File: src/rtl/addbit.sv
// 1-bit full adder with a registered result pipeline and a saturating carry-out counter.
// Define ADDBIT_GEN_PROP_EN to expose the generate/propagate terms as ports g and p.
module addbit #(
  parameter int PIPE_STAGES = 1,
  parameter int CNT_W       = 8
) (
  input  logic             clk,
  input  logic             rst,
  input  logic             cin,
  input  logic             a,
  input  logic             b,
  output logic             s,
  output logic             cout,
  input  logic             en,
  output logic             s_q,
  output logic             cout_q,
  output logic             vld_q,
  output logic [CNT_W-1:0] carry_cnt
`ifdef ADDBIT_GEN_PROP_EN
  ,
  output logic             g,
  output logic             p
`endif
);

  logic gen_t;
  logic prop_t;

  assign gen_t  = a & b;
  assign prop_t = a ^ b;
  assign s      = prop_t ^ cin;
  assign cout   = gen_t | (prop_t & cin);

`ifdef ADDBIT_GEN_PROP_EN
  assign g = gen_t;
  assign p = prop_t;
`endif

  // Index 0 is the first stage; the last index drives the outputs.
  logic [PIPE_STAGES-1:0] s_pipe;
  logic [PIPE_STAGES-1:0] cout_pipe;
  logic [PIPE_STAGES-1:0] vld_pipe;

  always_ff @(posedge clk or posedge rst) begin
    if (rst) begin
      s_pipe    <= '0;
      cout_pipe <= '0;
      vld_pipe  <= '0;
    end else begin
      s_pipe[0]    <= s;
      cout_pipe[0] <= cout;
      vld_pipe[0]  <= en;
      for (int i = 1; i < PIPE_STAGES; i++) begin
        s_pipe[i]    <= s_pipe[i-1];
        cout_pipe[i] <= cout_pipe[i-1];
        vld_pipe[i]  <= vld_pipe[i-1];
      end
    end
  end

  assign s_q    = s_pipe[PIPE_STAGES-1];
  assign cout_q = cout_pipe[PIPE_STAGES-1];
  assign vld_q  = vld_pipe[PIPE_STAGES-1];

  // Holds at all-ones instead of wrapping.
  always_ff @(posedge clk or posedge rst) begin
    if (rst) begin
      carry_cnt <= '0;
    end else if (en && cout && (carry_cnt != {CNT_W{1'b1}})) begin
      carry_cnt <= carry_cnt + CNT_W'(1);
    end
  end

endmodule

File: config.mk
export PLATFORM = sky130hd
export DESIGN_NAME = addbit
export DESIGN_NICKNAME = d
export VERILOG_FILES = /design/src/rtl/addbit.sv
export SDC_FILE = /design/constraint.sdc
export NUM_CORES = 1
export LEC_CHECK = 0
export ABC_AREA = 0
export BUFFER_PORTS_ARGS = -buffer_cell sky130_fd_sc_hd__buf_2
export CAP_MARGIN = 30
export CORE_AREA = 2 2 39 41
export DETAILED_ROUTE_END_ITERATION = 8
export DIE_AREA = 0 0 41 43
export SETUP_SLACK_MARGIN = 0.02
export SLEW_MARGIN = 15
export SYNTH_ARGS = -nofsm -noshare
export SYNTH_HDL_FRONTEND = slang
export SYNTH_SLANG_ARGS = --single-unit
File: constraint.sdc
create_clock -name clk -period 2.08 [get_ports clk]
set_clock_uncertainty 0.1 [all_clocks]
set_input_delay 0.312 -clock clk [delete_from_list [all_inputs] [get_ports clk]]
set_output_delay 0.312 -clock clk [all_outputs]
set_load 0.005 [all_outputs]
# Word-level counts from Yosys, hierarchy flattened
# Index checks and enable logic that the tools add are counted.
# classes
add_sub_neg,1
n_eq_ne,1
n_shift,0
n_mux,0
reduce_logical,2
mul,0
n_div,0
bitwise,5
order_cmp,0
# op_table
op,n
8-bit by 1-bit adder with 8-bit output (second input constant),1
8-bit inequality test (second input constant),1
1-bit bitwise AND,2
1-bit logical AND,2
1-bit XOR,2
1-bit bitwise OR,1
# totals
ramBits,0
rom_bits,0
word_cells,13
mem_count,0
latchBits,0
input_bits,6
register_bits,11

# Logic depth before layout (Yosys ltp)
# Gate-level depths: netlist of the first run.
# depth
depth_word,5
depth_mapped,4

# Least setup slack after synthesis of the first run
# OpenSTA, ideal clock, no wires.
# synth_timing
path_kind,in2reg
from,input port a
to,register carry_cnt[6]
path_slack_ns,0.392
n_path_buf,0
arrival_time_ns,1.463
path_stages,4
required_time_ns,1.855
cell_sequence,fa_1 > and4_1 > nand4_1 > mux2_2
# synth_via
elab_chain_cells,5
word_cells_on_any_way,6
cone_classes,4 x bitwise; 2 x reduce/logical
# synth_lines
element,line,source
"start, declared",10,"input logic a,"
1-bit XOR,30,assign prop_t = a ^ b;
1-bit bitwise AND,32,assign cout = gen_t | (prop_t & cin);
1-bit bitwise OR (*),32,
1-bit logical AND (*) (2 in a row),69,end else if (en && cout && (carry_cnt != {CNT_W{1'b1}})) begin
"end signal, assigned",70,carry_cnt <= carry_cnt + CNT_W'(1);
"end, declared",18,output logic [CNT_W-1:0] carry_cnt
# Every way passes the cells marked *; elsewhere a longest branch is shown, timed or not.
# A chain may end at the register's enable or synchronous reset.

# Worst setup path in the final report of the first run
# layout_timing
from,register carry_cnt[0]
to,register carry_cnt[1]
# layout_via
elab_chain_cells,2
word_cells_on_any_way,3
cone_classes,1 x add/sub; 1 x eq/ne; 1 x reduce/logical
# layout_lines
element
"parallel branches: the longest is 2 deep, another holds 8-bit by 1-bit adder with 8-bit output"
# Several ways; the timed one is not identified.

==> results of run 1 <==
## area by class of cell
type | count | area, µm²
Multi-Input combinational cell | 25 | 217.7
Tap cell | 16 | 20.02
Inverter | 1 | 3.754
Fill cell | 133 | 733.2
Clock buffer | 4 | 26.28
Sequential cell | 11 | 275.3
Timing Repair Buffer | 20 | 107.6
## metal layers
metal,wire length (µm),vias to the layer above
met5,0,-
met4,9,0
met3,55,2
met2,455,13
met1,452,184
li1,-,189
## cells by family (layout without fill, tap and decap cells)
| group | count (synthesis) | count (layout) |
|---|---|---|
| adders and majority gates | 2 | 2 |
| muxes | 2 | 2 |
| DFF | 11 | 11 |
| and+or+nand+nor | 10 | 10 |
| xor gates and xnor gates | 5 | 5 |
| AOI/OAI and AO/OA | 6 | 6 |
| buffers and inverters | 1 | 25 |
## layout by cell type (no fill, tap or decap), drive strengths merged, types with 2 or more instances in the layout
cell type,synthesis,routed
buf,0,19
dfrtp,11,11
xnor2,5,5
o211ai,4,4
clkbuf,0,4
and4,3,3
nand4,3,3
mux2,2,2
## Yosys cell counts (2+ instances only)
master    number  area share (%)
nand4_1        2             2.5
and4_1         3             5.3
xnor2_1        5             8.8
dfrtp_1       11              55
o211ai_1       3             4.5
## state kept, by name, summed over array words and instances (netlist names)
register and flops:
cout_q 1, vld_q 1, s_q 1, carry_cnt 8
## final timing paths
path,slack [ns],cells past startpoint,to
worst max-delay path,0.44,4,carry_cnt[1]$_DFFE_PP0P_
min in group asynchronous,0.48,3,carry_cnt[6]$_DFFE_PP0P_
worst max register to register,0.44,4,carry_cnt[1]$_DFFE_PP0P_
worst min register to register,0.44,1,carry_cnt[1]$_DFFE_PP0P_
max in group asynchronous,1.10,3,carry_cnt[7]$_DFFE_PP0P_
worst min-delay path,0.12,1,vld_q$_DFF_PP0_
## report_power, final
group          leakage [nW]  switching [mW]  internal [mW]
clock network        0.0150          0.0708         0.0743
logic                 0.169          0.0765          0.106
registers             0.136          0.0841          0.276
## stage by stage
stage	setup WS [ns]	std cells	hold WS (ns)	area [µm²]	power [mW]
2_1_floorplan	0.3921	37	0.06444	496.7	0.4457
5_1_grt	0.3034	77	0.1000	650.6	0.7505
4_1_cts	0.4295	77	0.1069	650.6	0.6997
3_3_place_gp	0.3669	72	0.2238	614.3	0.5430
6_report	0.4356	77	0.1213	650.6	0.6874
3_5_place_dp	0.3473	72	0.2255	614.3	0.5493
## worst max-delay path: stages (launching register included)
cell	delay [ns]
dfrtp_1	0.44
ha_1	0.23
nand3_1	0.18
o211ai_2	0.24
mux2_1	0.33
==> impl_metrics.py, run 1 <==
metrics = {
    "status": {
        "outcome": "finished, final reports clean",
    },
    "power_and_ir_drop": {
        "p_leak_nw": 0.3204,
        "ir_worst_vdd_mv": 0.5978,
        "powerDensity_nw_per_um2": 1057,
    },
    "floorplan": {
        "die_area_um2": 1763,
        "start_util_pct": 35.90,
        "die_width_um": 41,
        "rows": 14,
        "die_h_um": 43,
        "core_um2": 1384,
        "ioPinCount": 19,
    },
    "yosys": {
        "synthSimpleGateAreaFrac_pct": 14.61,
        "synth_ff_type": "dfrtp_1",
        "synth_cells": 37,
        "synth_edf_count": 0,
        "synth_top_family_by_area": "simple AND/OR/NAND/NOR gates",
        "synth.distinct_cells": 18,
        "ys_warn_count": 0,
        "ys_seq_area_share_pct": 55.42,
        "async_reset_ff_share_pct": 100.0,
        "synth_compound_area_share_pct": 9.320,
        "synthMuxAreaShare_pct": 4.534,
        "synth_area_um2": 496.7,
        "synth_fp_nets": 45,
        "post_synth_xor_area_fraction_pct": 8.816,
        "synth_fa_ha_area_share_pct": 6.549,
        "ys_ff_latch": 11,
        "avgSynthCellArea_um2": 13.43,
    },
    "min_path": {
        "hold_path.class": "input pin to flop",
        "worstHoldStart": "en",
    },
    "placed_design": {
        "gp_congestion": 0.7035,
        "port_buffers": 18,
    },
    "grt": {
        "grt_use_met3_pct": 7.853,
        "globalRouteMet2Util_pct": 16.25,
        "grt_pass1_wl_um": 1490,
        "busiest_layer": "met1",
        "grt_usage_pct": 13.56,
        "grt_pass1_vias": 334,
        "grt_overflow": 0,
        "grt_use_met1_pct": 18.24,
        "antenna_found_initial": 0,
        "grt_max_degree": 12,
    },
    "clocking": {
        "clockRootBuffer": "clkbuf_4",
        "cts_buffer_depth": 2,
        "cts_hold_buf": 1,
        "path_clk_slew_ns": 0.07,
        "worstSkewPairLatency_ns": 0.27,
        "numCtsBuffers": 3,
        "cts.sinks": 11,
        "cts_tree": "built",
        "cts_resized": 0,
        "postCtsSetupRepairBufs": 0,
        "ctsHtreeMaxLevel": 1,
    },
    "sta": {
        "slew_headroom_pct": 71.54,
        "tightestPinTransition_ns": 0.4264,
        "finalSetupTns_ns": 0,
        "fin_crit_ns": 1.644,
        "final-max-slew-violation-count": 0,
        "finalSetupViolCount": 0,
        "hold_viol_final": 0,
        "rsz0062_at_grt": "false",
        "finalCritPeriodShare_pct": 79.06,
        "fmaxAchievable_mhz": 608.1,
    },
    "cells_and_area": {
        "syn2layout_area_growth_pct": 30.98,
        "final_nets": 70,
        "final_core_util_pct": 47.02,
        "layout-drive-gt1-share_pct": 40.98,
        "insertedDiodeCount": 0,
    },
    "detailed_routing": {
        "drtPass1Iterations": 2,
        "post-route-drc-count": 0,
        "drt_iter0_drc": 3,
        "ant_nets": 0,
        "vias": 388,
        "totalWireLength_um": 972,
        "post_drt_wl_per_cell_um": 12.62,
        "via_per_inst": 5.039,
    },
    "critical_path": {
        "critPathLaunch": "carry_cnt[0]$_DFFE_PP0P_",
        "crit_path_end_kind": "flop",
        "start_kind": "flop",
        "criticalPathCategory": "flop to flop",
        "r2r_start": "carry_cnt[0]$_DFFE_PP0P_",
        "cp_data_required_time_ns": 2.14,
        "cp.arrival_ns": 1.70,
        "worstPathMaxFanout": 6,
    },
    "job": {
        "cap_violations": 0,
    },
}
Note: power is estimated with default switching activity, not from simulation.
==> run 2: changes to the inputs <==
==> constraint.sdc (replaced) <==
create_clock -name clk -period 1.6 [get_ports clk]
set_clock_uncertainty 0.1 [all_clocks]
set_input_delay 0.24 -clock clk [delete_from_list [all_inputs] [get_ports clk]]
set_output_delay 0.24 -clock clk [all_outputs]
set_load 0.005 [all_outputs]
==> impl_metrics.py, run 2 (synthesized netlist as in run 1, its figures left out) <==
metrics = {
    "critical_path": {
        "cp_slowest_cell": "dfrtp_1",
        "rr_worst_depth": 4,
        "cp_data_required_time_ns": 1.66,
        "cp.arrival_ns": 1.52,
        "critPathMaxStageDelay_ns": 0.40,
        "crit_path_end_kind": "flop",
        "worstPathMaxFanout": 4,
        "r2r_start": "carry_cnt[1]$_DFFE_PP0P_",
        "start_kind": "flop",
        "crit_chain": "ha_1 > and4_1 > nand4_1 > mux2_2",
        "r2r-end": "carry_cnt[6]$_DFFE_PP0P_",
        "criticalPathCategory": "flop to flop",
        "r2r_setup_slack_ns": 0.13,
    },
    "sta": {
        "fmaxAchievable_mhz": 682.4,
        "finalSetupViolCount": 0,
        "hold_slack_ns": 0.03751,
        "rsz0062_at_grt": "false",
        "hold_viol_final": 0,
        "slew_headroom_pct": 71.84,
        "tightestPinTransition_ns": 0.4220,
        "finalCritPeriodShare_pct": 91.59,
        "final-max-slew-violation-count": 0,
        "fin_crit_ns": 1.465,
    },
    "min_path": {
        "hold_path.class": "input pin to flop",
        "worstHoldStart": "en",
        "hold_depth": 1,
        "min_to": "vld_q$_DFF_PP0_",
    },
    "cells_and_area": {
        "final_cell_mix": "buf_2, dfrtp_1, buf_4",
        "insertedDiodeCount": 0,
        "regMostFlops": "carry_cnt",
        "largest_reg_flops": 8,
        "layout-drive-gt1-share_pct": 46.97,
        "final_nets": 75,
        "final_core_util_pct": 49.91,
        "n_fill_cell": 143,
        "syn2layout_area_growth_pct": 39.04,
        "final_common_cell": "buf_2",
    },
    "detailed_routing": {
        "drtPass1Iterations": 4,
        "via_per_inst": 5.012,
        "drt_iter0_drc": 6,
        "ant_nets": 0,
        "vias": 411,
        "post-route-drc-count": 0,
        "totalWireLength_um": 1067,
        "post_drt_wl_per_cell_um": 13.01,
    },
    "grt": {
        "grt_pass1_vias": 389,
        "grt_usage_pct": 15.07,
        "grt_pass1_wl_um": 1787,
        "antenna_found_initial": 0,
        "grt_max_degree": 12,
        "grt_overflow": 0,
    },
    "clocking": {
        "cts.sinks": 11,
        "ctsHtreeMaxLevel": 1,
        "clockRootBuffer": "clkbuf_4",
        "cts_tree": "built",
        "worstSkewPairLatency_ns": 0.27,
        "cts_resized": 0,
        "path_clk_slew_ns": 0.07,
        "numCtsBuffers": 3,
        "postCtsSetupRepairBufs": 0,
        "cts_buffer_depth": 2,
        "cts_hold_buf": 1,
    },
    "power_and_ir_drop": {
        "powerDensity_nw_per_um2": 1391,
        "ir_worst_vdd_mv": 0.7521,
        "p_leak_nw": 0.3440,
    },
    "floorplan": {
        "rows": 14,
        "core_um2": 1384,
        "die_width_um": 41,
        "die_h_um": 43,
        "start_util_pct": 35.90,
        "die_area_um2": 1763,
        "ioPinCount": 19,
    },
    "placed_design": {
        "post-dp-hpwl_um": 806,
        "port_buffers": 18,
        "gp_congestion": 0.7709,
    },
    "status": {
        "outcome": "finished, final reports clean",
    },
    "job": {
        "cap_violations": 0,
    },
}
[run 2: critical path, delay by kind of cell (launching register included)]
family	cells	cell delay [ns]
and+or+nand+nor	2	0.31
muxes	1	0.33
adders and majority gates	1	0.21
DFF	1	0.40
[run 2: power by group]
| part | internal [mW] | switching, mW |
|---|---|---|
| Sequential | 0.358 | 0.0668 |
| Clock | 0.0967 | 0.0986 |
| Combinational | 0.183 | 0.157 |
[run 2: layout make-up]
cell class                 count  area (µm²)  share of cell area (%)
sequential                    11       275.3                   39.86
multi-input combinational     25       220.2                   31.88
timing repair buffer          25       145.1                   21.01
clock buffer                   4       26.28                   3.804
tap                           16       20.02                   2.899
inverter                       1       3.754                  0.5435
[run 2: per-layer routing]
| layer | vias up | global-route usage (%) | wire (µm) |
|---|---|---|---|
| met5 | - | 0 | 0 |
| met4 | 0 | 8.000 | 17 |
| met3 | 3 | 3.141 | 60 |
| met2 | 13 | 20.00 | 514 |
| met1 | 196 | 22.22 | 476 |
| li1 | 199 | - | - |
[run 2: per-stage QoR]
stage	cell area [µm²]	setup TNS [ns]	cells	worst slack [ns]	power (mW)
2_1_floorplan	499.2	0	37	0.08141	0.5802
3_3_place_gp	654.4	0	77	0.007780	0.7621
3_5_place_dp	654.4	-0.01520	77	-0.01520	0.7721
4_1_cts	690.7	0	82	0.1339	0.9685
5_1_grt	690.7	0	82	0.06242	1.031
6_report	690.7	0	82	0.1346	0.9610
[run 2: worst max path at each step]
stage                             start                  endpoint  slack, ns  cells past startpoint
2_1_floorplan                         a  carry_cnt[6]$_DFFE_PP0P_       0.08                      4
3_3_place_gp                          a  carry_cnt[6]$_DFFE_PP0P_      0.008                      5
3_5_place_dp                          a  carry_cnt[6]$_DFFE_PP0P_      -0.02                      5
4_1_cts        carry_cnt[1]$_DFFE_PP0P_  carry_cnt[6]$_DFFE_PP0P_       0.13                      4
5_1_grt        carry_cnt[1]$_DFFE_PP0P_  carry_cnt[1]$_DFFE_PP0P_       0.06                      4
6_report       carry_cnt[1]$_DFFE_PP0P_  carry_cnt[6]$_DFFE_PP0P_       0.13                      4
==> run 3: changes to the inputs <==
--- a/config.mk
+++ b/config.mk
@@ -9,6 +9,7 @@
 export BUFFER_PORTS_ARGS = -buffer_cell sky130_fd_sc_hd__buf_2
 export CAP_MARGIN = 30
 export CORE_AREA = 2 2 39 41
+export CTS_BUF_LIST = sky130_fd_sc_hd__clkbuf_2 sky130_fd_sc_hd__clkbuf_4 sky130_fd_sc_hd__clkbuf_8
 export DETAILED_ROUTE_END_ITERATION = 8
 export DIE_AREA = 0 0 41 43
 export SETUP_SLACK_MARGIN = 0.02
==> impl_metrics.py, run 3 (synthesized netlist as in run 1, its figures left out) <==
metrics = {
    "cells_and_area": {
        "postLayoutCellArea_um2": 694.4,
        "fin_cells": 82,
        "insertedDiodeCount": 0,
        "final_nets": 75,
        "layout-drive-gt1-share_pct": 48.48,
        "regMostFlops": "carry_cnt",
        "final_common_cell": "buf_2",
        "largest_reg_flops": 8,
        "final_cell_mix": "buf_2, dfrtp_1, buf_4",
        "syn2layout_area_growth_pct": 39.80,
    },
    "critical_path": {
        "path_depth": 4,
        "crit_path_end_kind": "flop",
        "worstPathMaxFanout": 4,
        "critPathMaxStageDelay_ns": 0.40,
        "criticalPathCategory": "flop to flop",
        "cp_data_required_time_ns": 1.65,
        "r2r-end": "carry_cnt[6]$_DFFE_PP0P_",
        "cp_slowest_cell": "dfrtp_1",
        "critPathLaunch": "carry_cnt[1]$_DFFE_PP0P_",
        "crit_chain": "ha_1 > and4_1 > nand4_1 > mux2_2",
        "r2r_start": "carry_cnt[1]$_DFFE_PP0P_",
        "crit_family": "flip-flops",
        "r2r_setup_slack_ns": 0.14,
        "critPathCapture": "carry_cnt[6]$_DFFE_PP0P_",
        "cp.buffers_inverters": 0,
        "start_kind": "flop",
        "cp.arrival_ns": 1.51,
        "rr_worst_depth": 4,
    },
    "grt": {
        "grt_pass1_wl_um": 1807,
        "grt_pass1_vias": 392,
        "grt_usage_pct": 15.27,
        "antenna_found_initial": 0,
        "grt_overflow": 0,
        "grt_max_degree": 12,
    },
    "placed_design": {
        "dp_cells": 77,
        "post-dp-hpwl_um": 806,
        "gp_congestion": 0.7709,
        "port_buffers": 18,
        "dpl_cell_area_um2": 654.4,
    },
    "clocking": {
        "cts_resized": 0,
        "path_clk_slew_ns": 0.07,
        "ctsHtreeMaxLevel": 1,
        "clockRootBuffer": "clkbuf_4",
        "cts_buffer_depth": 2,
        "numCtsBuffers": 3,
        "cts.sinks": 11,
        "cts_tree": "built",
        "worstSkewPairLatency_ns": 0.26,
    },
    "sta": {
        "final-max-slew-violation-count": 0,
        "finalCritPeriodShare_pct": 91.36,
        "fin_crit_ns": 1.462,
        "hold_viol_final": 0,
        "fmaxAchievable_mhz": 684.1,
        "tightestPinTransition_ns": 0.4231,
        "slew_headroom_pct": 71.76,
        "rsz0062_at_grt": "false",
        "finalSetupViolCount": 0,
    },
    "detailed_routing": {
        "post-route-drc-count": 0,
        "post_drt_wl_per_cell_um": 12.95,
        "drtPass1Iterations": 4,
        "totalWireLength_um": 1062,
        "vias": 406,
        "drt_iter0_drc": 6,
        "via_per_inst": 4.951,
        "ant_nets": 0,
    },
    "floorplan": {
        "die_area_um2": 1763,
        "die_width_um": 41,
        "start_util_pct": 35.90,
        "ioPinCount": 19,
        "die_h_um": 43,
        "rows": 14,
        "core_um2": 1384,
    },
    "power_and_ir_drop": {
        "ir_worst_vdd_mv": 0.7450,
        "powerDensity_nw_per_um2": 1402,
        "p_leak_nw": 0.3474,
        "finalPower_mw": 0.9738,
    },
    "status": {
        "outcome": "finished, final reports clean",
    },
    "min_path": {
        "hold_path.class": "input pin to flop",
    },
    "job": {
        "cap_violations": 0,
    },
}
==> run 3: cell counts in the layout (fill, tap and decap cells not counted) <==
No cell type changed its count.
==> run 3: worst reg2reg max path, delay by kind of cell, from the launching register on <==
kind,cells,cell delay [ns]
flops,1,0.40
mux,1,0.33
simple gates,2,0.31
fa+ha+maj,1,0.21
==> run 3: final cells by class <==
cell class / instances / area, µm²
sequential: 11 / 275.3
clock buffer: 4 / 30.03
tap: 16 / 20.02
timing repair buffer: 25 / 145.1
fill: 142 / 689.4
inverter: 1 / 3.754
multi-input combinational: 25 / 220.2
==> run 3: metrics by stage <==
step / worst slack (ns) / hold slack, ns / setup TNS (ns) / utilization [%]
after floorplan: 0.08141 / -0.007562 / 0 / -
after global placement: 0.007780 / 0.1556 / 0 / 47.29
after detailed placement: -0.01520 / 0.1578 / -0.01520 / 47.29
after CTS: 0.1340 / 0.02804 / 0 / 50.18
after global routing: 0.06242 / 0.03062 / 0 / 50.18
final: 0.1383 / 0.03875 / 0 / 50.18
==> run 3: what timing repair did <==
action	CTS	global route
endpoints found under the hold margin	11	0
buffers inserted	0	0
hold buffers	1	0
==> run 3: how the worst min path moves through the flow <==
stage	start	to	slack [ns]	cells after the start
after CTS	en	vld_q$_DFF_PP0_	0.03	1
after floorplan	rst	carry_cnt[0]$_DFFE_PP0P_	-0.008	1
final	en	vld_q$_DFF_PP0_	0.04	1
after global routing	en	vld_q$_DFF_PP0_	0.03	1
after detailed placement	rst	s_q$_DFF_PP0_	0.16	2
after global placement	rst	vld_q$_DFF_PP0_	0.16	2
==> run 3: per-layer routing <==
layer	vias up	track usage (%)	wire (µm)
met1	198	22.90	475
li1	197	-	-
met2	11	20.00	528
met4	0	8.000	0
met5	-	0	0
met3	0	3.141	58
==> run 3: where the power goes <==
part	switching [mW]	internal, mW	leakage (nW)
Sequential	0.0655	0.358	0.136
Clock	0.0931	0.113	0.0184
Combinational	0.160	0.183	0.193
